`config.mk`:
```
export PLATFORM = sky130hd
export DESIGN_NAME = io_bridge_flat
export DESIGN_NICKNAME = d
export VERILOG_FILES = /design/src/rtl/io_bridge_pkg.sv /design/src/rtl/io_bridge_if.sv /design/src/rtl/io_bridge.sv /design/src/flat_wrapper.sv
export SDC_FILE = /design/constraint.sdc
export NUM_CORES = 1
export LEC_CHECK = 0
export ABC_AREA = 0
export CORE_MARGIN = 2
export CORE_UTILIZATION = 37
export DETAILED_ROUTE_END_ITERATION = 8
export PLACE_DENSITY_LB_ADDON = 0.15
export SLEW_MARGIN = 20
export SYNTH_ARGS = -nofsm -noshare
export SYNTH_HDL_FRONTEND = slang
export SYNTH_SLANG_ARGS = --single-unit
```
`constraint.sdc`:
```
create_clock -name clk -period 2 [get_ports clk]
set_input_delay 0.4 -clock clk [delete_from_list [all_inputs] [get_ports clk]]
set_output_delay 0.4 -clock clk [all_outputs]
set_load 0.1 [all_outputs]
```
`src/rtl/io_bridge_pkg.sv`:
```
// ============================================================================
// Module      : io_bridge_pkg
// Description : Shared types and helpers for the IO bridge.
// Revision    : 1.0 - initial release
// ============================================================================
`default_nettype none

package io_bridge_pkg;

    typedef enum logic [1:0] {
        IDLE = 2'd0,
        REQ  = 2'd1,
        RESP = 2'd2
    } state_t;

    localparam logic [31:0] c_err_rdata_default = 32'hFFFF_FFFF;

    // A single-slave bridge still carries a 1-bit index field.
    function automatic int sel_w(input int n);
        int w;
        w = $clog2(n);
        return (w < 1) ? 1 : w;
    endfunction

endpackage

`default_nettype wire

```
`src/rtl/io_bridge_if.sv`:
```
// ============================================================================
// Module      : io_bridge_if
// Description : CPU-side and peripheral-side signals of the IO bridge.
// Revision    : 1.0 - initial release
// ============================================================================
`default_nettype none

interface io_bridge_if #(
    parameter int NUM_SLAVES = 5,
    parameter int DATA_W     = 32,
    parameter int SEL_LSB    = 8
);
    logic                         cpu_valid;
    logic                         cpu_we;
    logic [31:0]                  cpu_addr;
    logic [DATA_W-1:0]            cpu_wdata;
    logic [DATA_W/8-1:0]          cpu_wmask;
    logic [DATA_W-1:0]            cpu_rdata;
    logic                         cpu_stall;
    logic                         cpu_err;
    logic [NUM_SLAVES-1:0]        s_req;
    logic                         s_we;
    logic [SEL_LSB-1:0]           s_addr;
    logic [DATA_W-1:0]            s_wdata;
    logic [DATA_W/8-1:0]          s_wmask;
    logic [NUM_SLAVES*DATA_W-1:0] s_rdata;
    logic [NUM_SLAVES-1:0]        s_ack;
    logic [7:0]                   err_count;
    logic [31:0]                  last_err_addr;

    // Environment view: the core plus the peripherals.
    modport master (
        output cpu_valid, cpu_we, cpu_addr, cpu_wdata, cpu_wmask, s_rdata, s_ack,
        input  cpu_rdata, cpu_stall, cpu_err, s_req, s_we, s_addr, s_wdata, s_wmask,
        input  err_count, last_err_addr
    );

    // Bridge view.
    modport slave (
        input  cpu_valid, cpu_we, cpu_addr, cpu_wdata, cpu_wmask, s_rdata, s_ack,
        output cpu_rdata, cpu_stall, cpu_err, s_req, s_we, s_addr, s_wdata, s_wmask,
        output err_count, last_err_addr
    );

endinterface

`default_nettype wire

```
`src/rtl/io_bridge.sv`:
```
// ============================================================================
// Module      : io_bridge
// Description : Routes core IO accesses to one of NUM_SLAVES peripherals over
//               req/ack, stalling the core until ack, decode error or timeout.
// Revision    : 1.0 - initial release
// ============================================================================
`default_nettype none

module io_bridge
    import io_bridge_pkg::*;
#(
    parameter int                NUM_SLAVES = 5,
    parameter int                DATA_W     = 32,
    parameter int                SEL_LSB    = 8,
    parameter int                TIMEOUT    = 255,
    parameter logic [DATA_W-1:0] ERR_RDATA  = DATA_W'(c_err_rdata_default)
) (
    input  logic       clk,
    input  logic       reset,
    io_bridge_if.slave bus
);

    localparam int c_sel_w  = sel_w(NUM_SLAVES);
    localparam int c_cnt_w  = $clog2(TIMEOUT + 1);
    localparam int c_mask_w = DATA_W / 8;

    localparam logic [c_sel_w:0]   c_num_slaves = (c_sel_w + 1)'(NUM_SLAVES);
    localparam logic [c_cnt_w-1:0] c_timeout    = c_cnt_w'(TIMEOUT);
    localparam logic [c_cnt_w-1:0] c_cnt_one    = c_cnt_w'(1);

    state_t                r_state, w_state_nxt;
    logic [NUM_SLAVES-1:0] r_req, w_req_nxt;
    logic [c_cnt_w-1:0]    r_cnt, w_cnt_nxt, w_cnt_inc;
    logic                  r_err, w_err_nxt;
    logic [DATA_W-1:0]     r_rdata, w_rdata_nxt, w_sel_rdata;
    logic [7:0]            r_err_count, w_err_count_nxt;
    logic [31:0]           r_last_err_addr, w_last_err_addr_nxt;

    logic                  r_we;
    logic [31:0]           r_addr;
    logic [DATA_W-1:0]     r_wdata;
    logic [c_mask_w-1:0]   r_wmask;

    logic                  w_latch;
    logic                  w_ack;
    logic                  w_decode_ok;
    logic [c_sel_w-1:0]    w_cpu_index;
    logic [c_sel_w-1:0]    w_lat_index;

    assign w_cpu_index = bus.cpu_addr[SEL_LSB +: c_sel_w];
    assign w_lat_index = r_addr[SEL_LSB +: c_sel_w];
    assign w_decode_ok = ({1'b0, w_cpu_index} < c_num_slaves);
    assign w_cnt_inc   = r_cnt + c_cnt_one;

    // Read data and ack of the slave addressed by the latched index.
    always_comb begin
        w_sel_rdata = '0;
        w_ack       = 1'b0;
        for (int i = 0; i < NUM_SLAVES; i++) begin
            if (w_lat_index == c_sel_w'(i)) begin
                w_sel_rdata = bus.s_rdata[i*DATA_W +: DATA_W];
                w_ack       = bus.s_ack[i];
            end
        end
    end

    always_comb begin
        w_state_nxt         = r_state;
        w_req_nxt           = r_req;
        w_cnt_nxt           = r_cnt;
        w_err_nxt           = r_err;
        w_rdata_nxt         = r_rdata;
        w_err_count_nxt     = r_err_count;
        w_last_err_addr_nxt = r_last_err_addr;
        w_latch             = 1'b0;

        case (r_state)
            IDLE: begin
                if (bus.cpu_valid) begin
                    w_latch = 1'b1;
                    if (w_decode_ok) begin
                        w_state_nxt = REQ;
                        w_req_nxt   = NUM_SLAVES'(1) << w_cpu_index;
                    end else begin
                        w_state_nxt = RESP;
                        w_err_nxt   = 1'b1;
                        w_rdata_nxt = ERR_RDATA;
                    end
                end
            end
            REQ: begin
                w_cnt_nxt = w_cnt_inc;
                // An ack on the final allowed cycle still counts as success.
                if (w_ack) begin
                    w_req_nxt   = '0;
                    w_rdata_nxt = w_sel_rdata;
                    w_state_nxt = RESP;
                end else if (w_cnt_inc == c_timeout) begin
                    w_req_nxt   = '0;
                    w_err_nxt   = 1'b1;
                    w_rdata_nxt = ERR_RDATA;
                    w_state_nxt = RESP;
                end
            end
            RESP: begin
                w_state_nxt = IDLE;
                w_cnt_nxt   = '0;
                w_err_nxt   = 1'b0;
                if (r_err) begin
                    w_err_count_nxt     = (r_err_count == 8'hFF) ? r_err_count
                                                                 : r_err_count + 8'd1;
                    w_last_err_addr_nxt = r_addr;
                end
            end
            default: begin
                w_state_nxt = IDLE;
            end
        endcase
    end

    always_ff @(posedge clk) begin
        if (!reset) begin
            r_state         <= IDLE;
            r_req           <= '0;
            r_cnt           <= '0;
            r_err           <= 1'b0;
            r_rdata         <= '0;
            r_err_count     <= '0;
            r_last_err_addr <= '0;
            r_we            <= 1'b0;
            r_addr          <= '0;
            r_wdata         <= '0;
            r_wmask         <= '0;
        end else begin
            r_state         <= w_state_nxt;
            r_req           <= w_req_nxt;
            r_cnt           <= w_cnt_nxt;
            r_err           <= w_err_nxt;
            r_rdata         <= w_rdata_nxt;
            r_err_count     <= w_err_count_nxt;
            r_last_err_addr <= w_last_err_addr_nxt;
            if (w_latch) begin
                r_we    <= bus.cpu_we;
                r_addr  <= bus.cpu_addr;
                r_wdata <= bus.cpu_wdata;
                r_wmask <= bus.cpu_wmask;
            end
        end
    end

    assign bus.cpu_stall     = bus.cpu_valid & (r_state != RESP);
    assign bus.cpu_rdata     = r_rdata;
    assign bus.cpu_err       = r_err;
    assign bus.s_req         = r_req;
    assign bus.s_we          = r_we;
    assign bus.s_addr        = r_addr[SEL_LSB-1:0];
    assign bus.s_wdata       = r_wdata;
    assign bus.s_wmask       = r_wmask;
    assign bus.err_count     = r_err_count;
    assign bus.last_err_addr = r_last_err_addr;

endmodule

`default_nettype wire
```
`src/flat_wrapper.sv`:
```
// flat-port wrapper written by rule: the top's interface ports become plain ports
module io_bridge_flat import io_bridge_pkg::*;
#(
    parameter int                NUM_SLAVES = 5,
    parameter int                DATA_W     = 32,
    parameter int                SEL_LSB    = 8,
    parameter int                TIMEOUT    = 255,
    parameter logic [DATA_W-1:0] ERR_RDATA  = DATA_W'(c_err_rdata_default)
)
  (clk, reset, bus_cpu_valid, bus_cpu_we, bus_cpu_addr, bus_cpu_wdata, bus_cpu_wmask, bus_s_rdata, bus_s_ack, bus_cpu_rdata, bus_cpu_stall, bus_cpu_err, bus_s_req, bus_s_we, bus_s_addr, bus_s_wdata, bus_s_wmask, bus_err_count, bus_last_err_addr);
  io_bridge_if #(.NUM_SLAVES(NUM_SLAVES), .DATA_W(DATA_W), .SEL_LSB(SEL_LSB)) bus_i ();
  input  logic clk;
  input  logic reset;
  input wire logic [$bits(bus_i.cpu_valid)-1:0] bus_cpu_valid;
  input wire logic [$bits(bus_i.cpu_we)-1:0] bus_cpu_we;
  input wire logic [$bits(bus_i.cpu_addr)-1:0] bus_cpu_addr;
  input wire logic [$bits(bus_i.cpu_wdata)-1:0] bus_cpu_wdata;
  input wire logic [$bits(bus_i.cpu_wmask)-1:0] bus_cpu_wmask;
  input wire logic [$bits(bus_i.s_rdata)-1:0] bus_s_rdata;
  input wire logic [$bits(bus_i.s_ack)-1:0] bus_s_ack;
  output wire logic [$bits(bus_i.cpu_rdata)-1:0] bus_cpu_rdata;
  output wire logic [$bits(bus_i.cpu_stall)-1:0] bus_cpu_stall;
  output wire logic [$bits(bus_i.cpu_err)-1:0] bus_cpu_err;
  output wire logic [$bits(bus_i.s_req)-1:0] bus_s_req;
  output wire logic [$bits(bus_i.s_we)-1:0] bus_s_we;
  output wire logic [$bits(bus_i.s_addr)-1:0] bus_s_addr;
  output wire logic [$bits(bus_i.s_wdata)-1:0] bus_s_wdata;
  output wire logic [$bits(bus_i.s_wmask)-1:0] bus_s_wmask;
  output wire logic [$bits(bus_i.err_count)-1:0] bus_err_count;
  output wire logic [$bits(bus_i.last_err_addr)-1:0] bus_last_err_addr;
  assign bus_i.cpu_valid = bus_cpu_valid;
  assign bus_i.cpu_we = bus_cpu_we;
  assign bus_i.cpu_addr = bus_cpu_addr;
  assign bus_i.cpu_wdata = bus_cpu_wdata;
  assign bus_i.cpu_wmask = bus_cpu_wmask;
  assign bus_i.s_rdata = bus_s_rdata;
  assign bus_i.s_ack = bus_s_ack;
  assign bus_cpu_rdata = bus_i.cpu_rdata;
  assign bus_cpu_stall = bus_i.cpu_stall;
  assign bus_cpu_err = bus_i.cpu_err;
  assign bus_s_req = bus_i.s_req;
  assign bus_s_we = bus_i.s_we;
  assign bus_s_addr = bus_i.s_addr;
  assign bus_s_wdata = bus_i.s_wdata;
  assign bus_s_wmask = bus_i.s_wmask;
  assign bus_err_count = bus_i.err_count;
  assign bus_last_err_addr = bus_i.last_err_addr;
  io_bridge #(.NUM_SLAVES(NUM_SLAVES), .DATA_W(DATA_W), .SEL_LSB(SEL_LSB), .TIMEOUT(TIMEOUT), .ERR_RDATA(ERR_RDATA)) u_core (.clk(clk), .reset(reset), .bus(bus_i));
endmodule
```
# --- Word-level counts from Yosys, hierarchy flattened ---
# Index checks and enable logic that the tools add are counted.
word_totals:
  input_bits: 237
  reg_bits: 157
  out_inout_bits: 124
  wordCells: 76
classes:
  muxes: 33
  n_addsub: 2
  n_reduce_logical: 11
  shifts: 1
  eq_ne: 15
  order_cmp: 1
  bitwise_logic: 2
ops:
  columns: ["op", "count"]
  rows:
  - ["$mux W32", 9]
  - ["$pmux W32 S2", 1]
  - ["$mux W5", 4]
  - ["$add A8 B1 Y8 const B", 2]
  - ["$eq A8 B8 Y1 const B", 2]
  - ["$pmux W8 S2", 1]
  - ["$mux W1", 11]
  - ["$pmux W5 S2", 1]
  - ["$mux W2", 4]
  - ["$ne A2 B2 Y1 const B", 4]
  - ["$reduce_and A4 Y1", 2]
  - ["$eq A3 B2 Y1 const B", 2]
  - ["$reduce_and A5 Y1", 1]
  - ["$shl A1 B3 Y5 const A", 1]
  - ["$ne A2 B1 Y1 const B", 2]
  - ["$pmux W2 S2", 1]
  - ["$reduce_and A2 Y1", 2]
  - ["$reduce_bool A2 Y1", 2]
  - ["$eq A3 B1 Y1 const B", 1]
  - ["$eq A3 B3 Y1 const B", 1]
  - ["$logic_not A3 Y1", 1]
  - ["$lt A3 B3 Y1 const B", 1]
  - ["$ne A3 B1 Y1 const B", 1]
  - ["$pmux W1 S3", 1]
  - ["other kinds (7)", 7]

# --- Logic depth before layout (Yosys ltp) ---
# Gate-level depths: netlist (run 1).
depth:
  depth_word: 8
  ltp_mapped: 9
  depth_no_buf: 8

# --- Worst setup path after synthesis (run 1) ---
# OpenSTA, ideal clock, no wires.
synth_timing:
  kind: "register to output"
  start: "register u_core.r_state[0]"
  end: "output port bus_cpu_stall"
  stages_incl_launch_ff: 5
  t_required_ps: 1600
  n_path_buf: 1
  arrival_ps: 2065
  path_slack_ps: -465
  cell_sequence: "dfxtp_1 inv_1 ha_1 clkbuf_1 nor2_1"
synth_via:
  elab_chain_cells: 2
synth_lines:
  columns: ["element", "line", "text"]
  rows:
  - ["from (decl)", "io_bridge.sv:31", "state_t r_state, w_state_nxt;"]
  - ["from (signal assigned)", "io_bridge.sv:135", "r_state <= w_state_nxt;"]
  - ["$ne A2 B2 Y1", "io_bridge.sv:151", "assign bus.cpu_stall = bus.cpu_valid & (r_state != RESP);"]
  - ["$and A1 B1 Y1", "io_bridge.sv:151", null]
  - ["to (decl)", "flat_wrapper.sv:22", "output wire logic [$bits(bus_i.cpu_stall)-1:0] bus_cpu_stall;"]
# Every way passes these cells.

# --- Final worst setup path (run 1) ---
layout_timing:
  start: "register u_core.r_cnt[1]"
  end: "register u_core.r_rdata[17] (netlist: u_core.bus.cpu_rdata[17])"
layout_via:
  elab_chain_cells: 4
layout_lines:
  columns: ["element", "line", "text"]
  rows:
  - ["from (decl)", "io_bridge.sv:33", "logic [c_cnt_w-1:0] r_cnt, w_cnt_nxt, w_cnt_inc;"]
  - ["from (signal assigned)", "io_bridge.sv:137", "r_cnt <= w_cnt_nxt;"]
  - ["$add A8 B1 Y8", "io_bridge.sv:53", "assign w_cnt_inc = r_cnt + c_cnt_one;"]
  - ["$eq A8 B8 Y1", "io_bridge.sv:98", "end else if (w_cnt_inc == c_timeout) begin"]
  - ["$ne A3 B1 Y1 (no line)", null, null]
  - ["$reduce_and A4 Y1 (no line)", null, null]
  - ["to (signal assigned)", "io_bridge.sv:139", "r_rdata <= w_rdata_nxt;"]
  - ["to (decl)", "io_bridge.sv:35", "logic [DATA_W-1:0] r_rdata, w_rdata_nxt, w_sel_rdata;"]
# Every way passes these cells.
# A chain may end at the register's enable or synchronous reset.

==> flow_summary.ini, run 1 <==
[status]
status = complete, but fails checks
violations = negative setup slack

[grt]
antenna_found_initial = 6
grt_pass1_vias = 7039
grt_pass1_wl_mm = 40.18
grt_max_degree = 71
grt-ovfl-total = 0
grtUsageTotal = 0.2409

[synthesis]
netlist_instances = 836
syn_nets = 1080
yosysSeqAreaShare = 0.4230
synth_seq_cells = 157
synth.avg_cell_area_um2 = 8.889
syn_area_um2 = 7431
yosysWarnings = 0
synth_cell_types = 41

[floorplan]
start_util = 0.3793
die_h_um = 145.7
coreArea_um2 = 19590
dieArea_um2 = 21230
die_w_um = 145.7
io_pins = 361
rows = 51

[power]
pwr-share-comb = 0.335
seq_power_share = 0.352
power.internal_mw = 6.288
pwr-share-clk = 0.313
powerDensity_nw_per_um2 = 834.5
power.switching_mw = 3.667
finalPower_mw = 9.956
swShare = 0.3684
p_leak_nw = 4.646
ir_drop_mv = 0.7355

[timing]
finalSetupViolCount = 38
fmax_mhz = 456.0
timing.final.ws_setup_ns = -0.1930
hold_violations = 0
slew_headroom = 0.6702
grt_setup_unrepaired = yes
worst_slew_pin_slew_ns = 0.4937
finalCritPeriodShare = 1.097
timing.hold.ws_ns = 0.3668
fin_setup_tns_ns = -4.675
drv_slew = 0
final.min_clock_period_ns = 2.193
clock_skew_ns = 0.009770

[routing]
drtIter0Drc = 348
routedWlPerCell_um = 17.65
vias_per_cell = 4.887
vias = 7209
drtAntennaViolNets = 0
drcViolationCount = 0
drt-total-wl_mm = 26.03
dr.pass1.iters = 4

[worst_setup_path]
cp-end-kind = flip-flop
crit_type = reg -> reg
crit_path_max_incr_delay_ns = 0.50
cp.required_ns = 2.31
crit_slowest_cell = or4_4
cp.arrival_ns = 2.50
path_cells = ha_4, nand3_4, nor3b_2, or4_4, a211oi_4, buf_6, a21oi_4, clkbuf_16, o221a_1
path_max_fanout = 8
crit_path_start_kind = flip-flop

[place]
gp_congestion = 0.8889
portBuffers = 360
dp_cells = 1429
dp_hpwl_mm = 19.03

[clock_network]
cts_sinks = 157
clkTransAtPathRegs_ns = 0.07
worstSkewPairLatency_ns = 0.42
cts_tree = yes
cts_buffer_depth = 2
clockRootBuffer = clkbuf_16
cts_max_level = 4
cts_buffers = 17

[final_layout]
syn_to_final_growth_pct = 60.55
final_common_cell = nand2_1
fillers = 1763
nets = 1435
drive_gt1_frac = 0.2243
most-common-layout-cells = 253 x nand2_1, 235 x clkdlybuf4s50_1, 160 x buf_4
layout.cells.non_filler = 1475

[run]
drv_cap = 0

[hold_path]
hold_class = in -> reg
Yosys cell counts:
cell type,count,area share
dfxtp_1,157,0.42
o2bb2ai_1,2,0.0024
nand2b_1,5,0.0042
or3_1,2,0.0017
nand4_1,5,0.0042
nor4bb_1,1,0.0013
a21oi_1,6,0.0040
xnor2_1,5,0.0059
inv_1,38,0.019
buf_6,4,0.0061
clkbuf_1,51,0.026
mux4_2,32,0.097
o21a_1,2,0.0020
mux2i_1,10,0.013
a211oi_4,1,0.0027
nor4_1,1,0.00084
nor2b_1,8,0.0067
ha_1,7,0.012
and4_4,1,0.0015
o22ai_1,3,0.0025
o21ai_0,41,0.028
a21boi_0,104,0.11
buf_2,5,0.0034
a21oi_2,2,0.0024
nor3b_1,6,0.0061
or4_4,1,0.0015
and2_1,9,0.0076
and3_1,3,0.0025
nor2_1,9,0.0045
and4_1,1,0.0012
xor2_1,1,0.0012
nand2_1,254,0.13
nand3b_1,4,0.0040
buf_1,4,0.0020
buf_4,8,0.0081
o221a_2,4,0.0061
nand3_1,5,0.0034
o221a_1,29,0.044
nor3_1,1,0.00067
a41oi_1,1,0.0012
a22oi_1,3,0.0030
critical path: cells and delay by family (launching register included):
family                   cells  cell delay [ns]
AO/OA/AOI/OAI                3             0.53
adder cells (fa/ha/maj)      1             0.19
buffers and inverters        2             0.34
flip-flops                   1             0.37
AND/OR/NAND/NOR              3             0.64
repair_timing:
action                     4_1_cts  5_1_grt
gates resized for setup          3       12
buffers inserted                 3        3
setup endpoints to repair       39       40
gates cloned                     1        1
pin swaps                        1        2
hold buffers                     0        0
through the flow:
step / util / setup slack [ns] / cell area [um2]
5_1_grt: 0.6090 / -0.2554 / 11930
2_1_floorplan: - / -0.06398 / 7480
3_5_place_dp: 0.5705 / -0.6994 / 11180
6_report: 0.6090 / -0.1930 / 11930
3_3_place_gp: 0.5705 / -0.6568 / 11180
4_1_cts: 0.6018 / -0.1024 / 11790
cells by family (layout without fill, tap and decap cells):
logic type      count (synthesis)  in the layout  share of synthesized area
simple gates                  316            316                     0.1803
compound gates                198            199                     0.2029
flops                         157            157                     0.4230
buf+inv                       110            477                    0.06449
mux                            42             42                     0.1105
fa+ha+maj                       7              7                    0.01179
xor+xnor                        6              6                   0.007072
other cells                     0              6                          0
layer usage:
layer	up-vias	track usage	share of wire
li1	3570	-	-
met1	3376	0.2960	0.41
met2	234	0.3986	0.49
met3	29	0.07712	0.076
met4	0	0.08382	0.024
met5	-	0	0
sequential cells by signal, summed over array words and instances, names as in the netlist:
register                  flops
u_core.bus.err_count          8
u_core.bus.last_err_addr     32
u_core.bus.cpu_err            1
u_core.bus.s_wmask            4
u_core.bus.s_wdata           32
u_core.r_cnt                  8
u_core.bus.s_we               1
u_core.bus.s_req              5
u_core.r_state                2
u_core.bus.cpu_rdata         32
u_core.r_addr                32
worst paths after layout:
path,start,endpoint,slack [ns],depth (start not counted)
worst max-delay path,u_core.r_cnt[1]$_SDFFE_PN0P_,u_core.bus.cpu_rdata[17]$_SDFFE_PN0P_,-0.19,9
worst min-delay path,reset,u_core.bus.s_wdata[17]$_SDFFE_PN0P_,0.37,2
worst max register to register,u_core.r_cnt[1]$_SDFFE_PN0P_,u_core.bus.cpu_rdata[17]$_SDFFE_PN0P_,-0.19,9
worst min register to register,u_core.r_addr[30]$_SDFFE_PN0P_,u_core.bus.last_err_addr[30]$_SDFFE_PN0P_,0.46,2
area by class of cell:
class	instances	area [um2]	area share
clock buffer	17	425.4	0.03566
antenna	6	15.01	0.001259
sequential	157	3163	0.2651
inverter	38	142.6	0.01196
tap	265	331.6	0.02779
clock inverter	15	141.4	0.01185
timing repair buffer	407	3781	0.3169
multi-input combinational	570	3930	0.3294
power groups by stage:
stage | Sequential [mW] | Combinational, mW | Clock (mW)
final | 3.50 | 3.33 | 3.12
after global routing | 3.53 | 3.51 | 3.34
after CTS | 3.50 | 3.30 | 3.20
after detailed placement | 3.57 | 3.28 | 0
after global placement | 3.56 | 3.26 | 0
after floorplan | 4.69 | 1.02 | 0
(Power assumes the default switching activity.)
==> run 2: changes to the inputs <==
--- a/config.mk
+++ b/config.mk
@@ -6,7 +6,6 @@
 export NUM_CORES = 1
 export LEC_CHECK = 0
 export ABC_AREA = 0
-export CORE_MARGIN = 2
 export CORE_UTILIZATION = 37
 export DETAILED_ROUTE_END_ITERATION = 8
 export PLACE_DENSITY_LB_ADDON = 0.15
@@ -14,3 +13,4 @@
 export SYNTH_ARGS = -nofsm -noshare
 export SYNTH_HDL_FRONTEND = slang
 export SYNTH_SLANG_ARGS = --single-unit
+export TNS_END_PERCENT = 20
==> flow_summary.ini, run 2 (synthesized netlist as in run 1, its figures left out) <==
[timing]
hold_violations = 0
final.min_clock_period_ns = 2.158
finalSetupViolCount = 40
drv_slew = 0
slew_headroom = 0.6683
finalCritPeriodShare = 1.079
worst_slew_pin_slew_ns = 0.4964
timing.final.ws_setup_ns = -0.1575
fmax_mhz = 463.5
clock_skew_ns = 0.01155
fin_setup_tns_ns = -3.621
grt_setup_unrepaired = yes

[floorplan]
rows = 51
dieArea_um2 = 20650
start_util = 0.3793
die_w_um = 143.7
io_pins = 361
die_h_um = 143.7
coreArea_um2 = 19590

[power]
power.switching_mw = 3.621
power.internal_mw = 6.446
seq_power_share = 0.348
p_leak_nw = 4.647
swShare = 0.3597
pwr-share-clk = 0.324
ir_drop_mv = 0.6438
powerDensity_nw_per_um2 = 847.3
pwr-share-comb = 0.328

[routing]
routedWlPerCell_um = 17.34
vias = 7164
route.met3.wl_mm = 2.105
drtAntennaViolNets = 0
wl_met2_mm = 12.64
drcViolationCount = 0
wl_met1_mm = 10.29
vias_per_cell = 4.867
dr.pass1.iters = 5
maxUsedRoutingLayer = met5
drtIter0Drc = 401
drt-total-wl_mm = 25.53

[grt]
antenna_found_initial = 4
grtUsageTotal = 0.2417
grt-ovfl-total = 0
grt_pass1_vias = 6831
grt_max_degree = 84
grt_pass1_wl_mm = 37.45

[clock_network]
worstSkewPairLatency_ns = 0.42
ctsHoldBuffers = 0
cts_tree = yes
clockRootBuffer = clkbuf_16
cts_buffers = 17
clkTransAtPathRegs_ns = 0.07
cts_sinks = 157
cts_max_level = 4
cts_buffer_depth = 2

[worst_setup_path]
cp-end-kind = flip-flop
r2r_end = u_core.bus.cpu_rdata[31]$_SDFFE_PN0P_
cp.arrival_ns = 2.46
path_max_fanout = 16
crit_type = reg -> reg
reg2reg_depth = 9
rrSetupSlack_ns = -0.16
r2r_start = u_core.r_cnt[1]$_SDFFE_PN0P_
crit_path_start_kind = flip-flop
cp.required_ns = 2.30

[status]
status = complete, but fails checks
violations = negative setup slack

[hold_path]
hold-path-cell-count = 2
hold_class = in -> reg
hp-start = reset
min_to = u_core.bus.s_wdata[22]$_SDFFE_PN0P_

[place]
portBuffers = 360
dp_hpwl_mm = 18.92
dp_slack_ns = -0.6733
gp_congestion = 0.8290

[final_layout]
drive_gt1_frac = 0.2201
syn_to_final_growth_pct = 59.89
nets = 1435
final_common_cell = nand2_1
most-common-layout-cells = 253 x nand2_1, 235 x clkdlybuf4s50_1, 162 x buf_4

[run]
drv_cap = 0
[run 2: what timing repair did]
item / in CTS / in global routing
buffers inserted: 3 / 0
gates cloned: 1 / 0
resized for setup: 3 / 0
endpoints found under the setup margin: 39 / 40
pin swaps: 1 / 0
[run 2: worst max-delay path, cell delays in order, from the launching register on]
cell	delay (ns)
dfxtp_2	0.35
ha_4	0.19
nand3_2	0.08
nor3b_1	0.05
or4_4	0.51
a211oi_4	0.23
buf_4	0.16
a21oi_4	0.04
buf_12	0.17
o221a_2	0.27
[run 2: final cells by class]
type | count | area, um2
Fill cell | 1753 | 7709
Multi-Input combinational cell | 570 | 3877
Timing Repair Buffer | 407 | 3769
Sequential cell | 157 | 3159
Clock buffer | 18 | 439.2
Tap cell | 265 | 331.6
Clock inverter | 14 | 155.1
Inverter | 38 | 142.6
Antenna cell | 3 | 7.507
[run 2: per-stage QoR]
step | cells | cell area (um2) | util | power (mW) | hold WS [ns]
2_1_floorplan | 836 | 7480 | - | 5.715 | 0.4412
4_1_cts | 1469 | 11870 | 0.6061 | 10.16 | 0.3494
6_report | 1472 | 11880 | 0.6065 | 10.07 | 0.3620
3_3_place_gp | 1433 | 11220 | 0.5727 | 6.830 | 0.4472
5_1_grt | 1472 | 11880 | 0.6065 | 10.48 | 0.3544
3_5_place_dp | 1433 | 11220 | 0.5727 | 6.848 | 0.4504
[run 2: power by group through the flow]
stage	clock network (mW)	registers, mW	logic, mW
after global placement	0	3.57	3.26
after detailed placement	0	3.57	3.28
after global routing	3.47	3.53	3.47
final	3.26	3.50	3.30
after CTS	3.34	3.50	3.32
after floorplan	0	4.69	1.02
[run 2: worst max-delay path by stage]
stage / from / end / slack, ns / depth (start not counted)
3_3_place_gp: bus_s_ack[4] / u_core.bus.cpu_rdata[30]$_SDFFE_PN0P_ / -0.65 / 7
4_1_cts: u_core.r_cnt[1]$_SDFFE_PN0P_ / u_core.r_state[1]$_SDFFE_PN0P_ / -0.14 / 9
3_5_place_dp: bus_s_ack[4] / u_core.bus.cpu_rdata[30]$_SDFFE_PN0P_ / -0.67 / 7
2_1_floorplan: u_core.r_cnt[3]$_SDFFE_PN0P_ / u_core.bus.cpu_rdata[21]$_SDFFE_PN0P_ / -0.06 / 8
5_1_grt: u_core.r_cnt[0]$_SDFFE_PN0P_ / u_core.r_state[1]$_SDFFE_PN0P_ / -0.20 / 9
6_report: u_core.r_cnt[1]$_SDFFE_PN0P_ / u_core.bus.cpu_rdata[31]$_SDFFE_PN0P_ / -0.16 / 9
[run 2: layer usage]
metal  up-vias  track usage
li1       3569            -
met1      3307       0.2833
met2       255       0.4167
met3        29      0.08131
met4         4      0.06999
met5         -            0
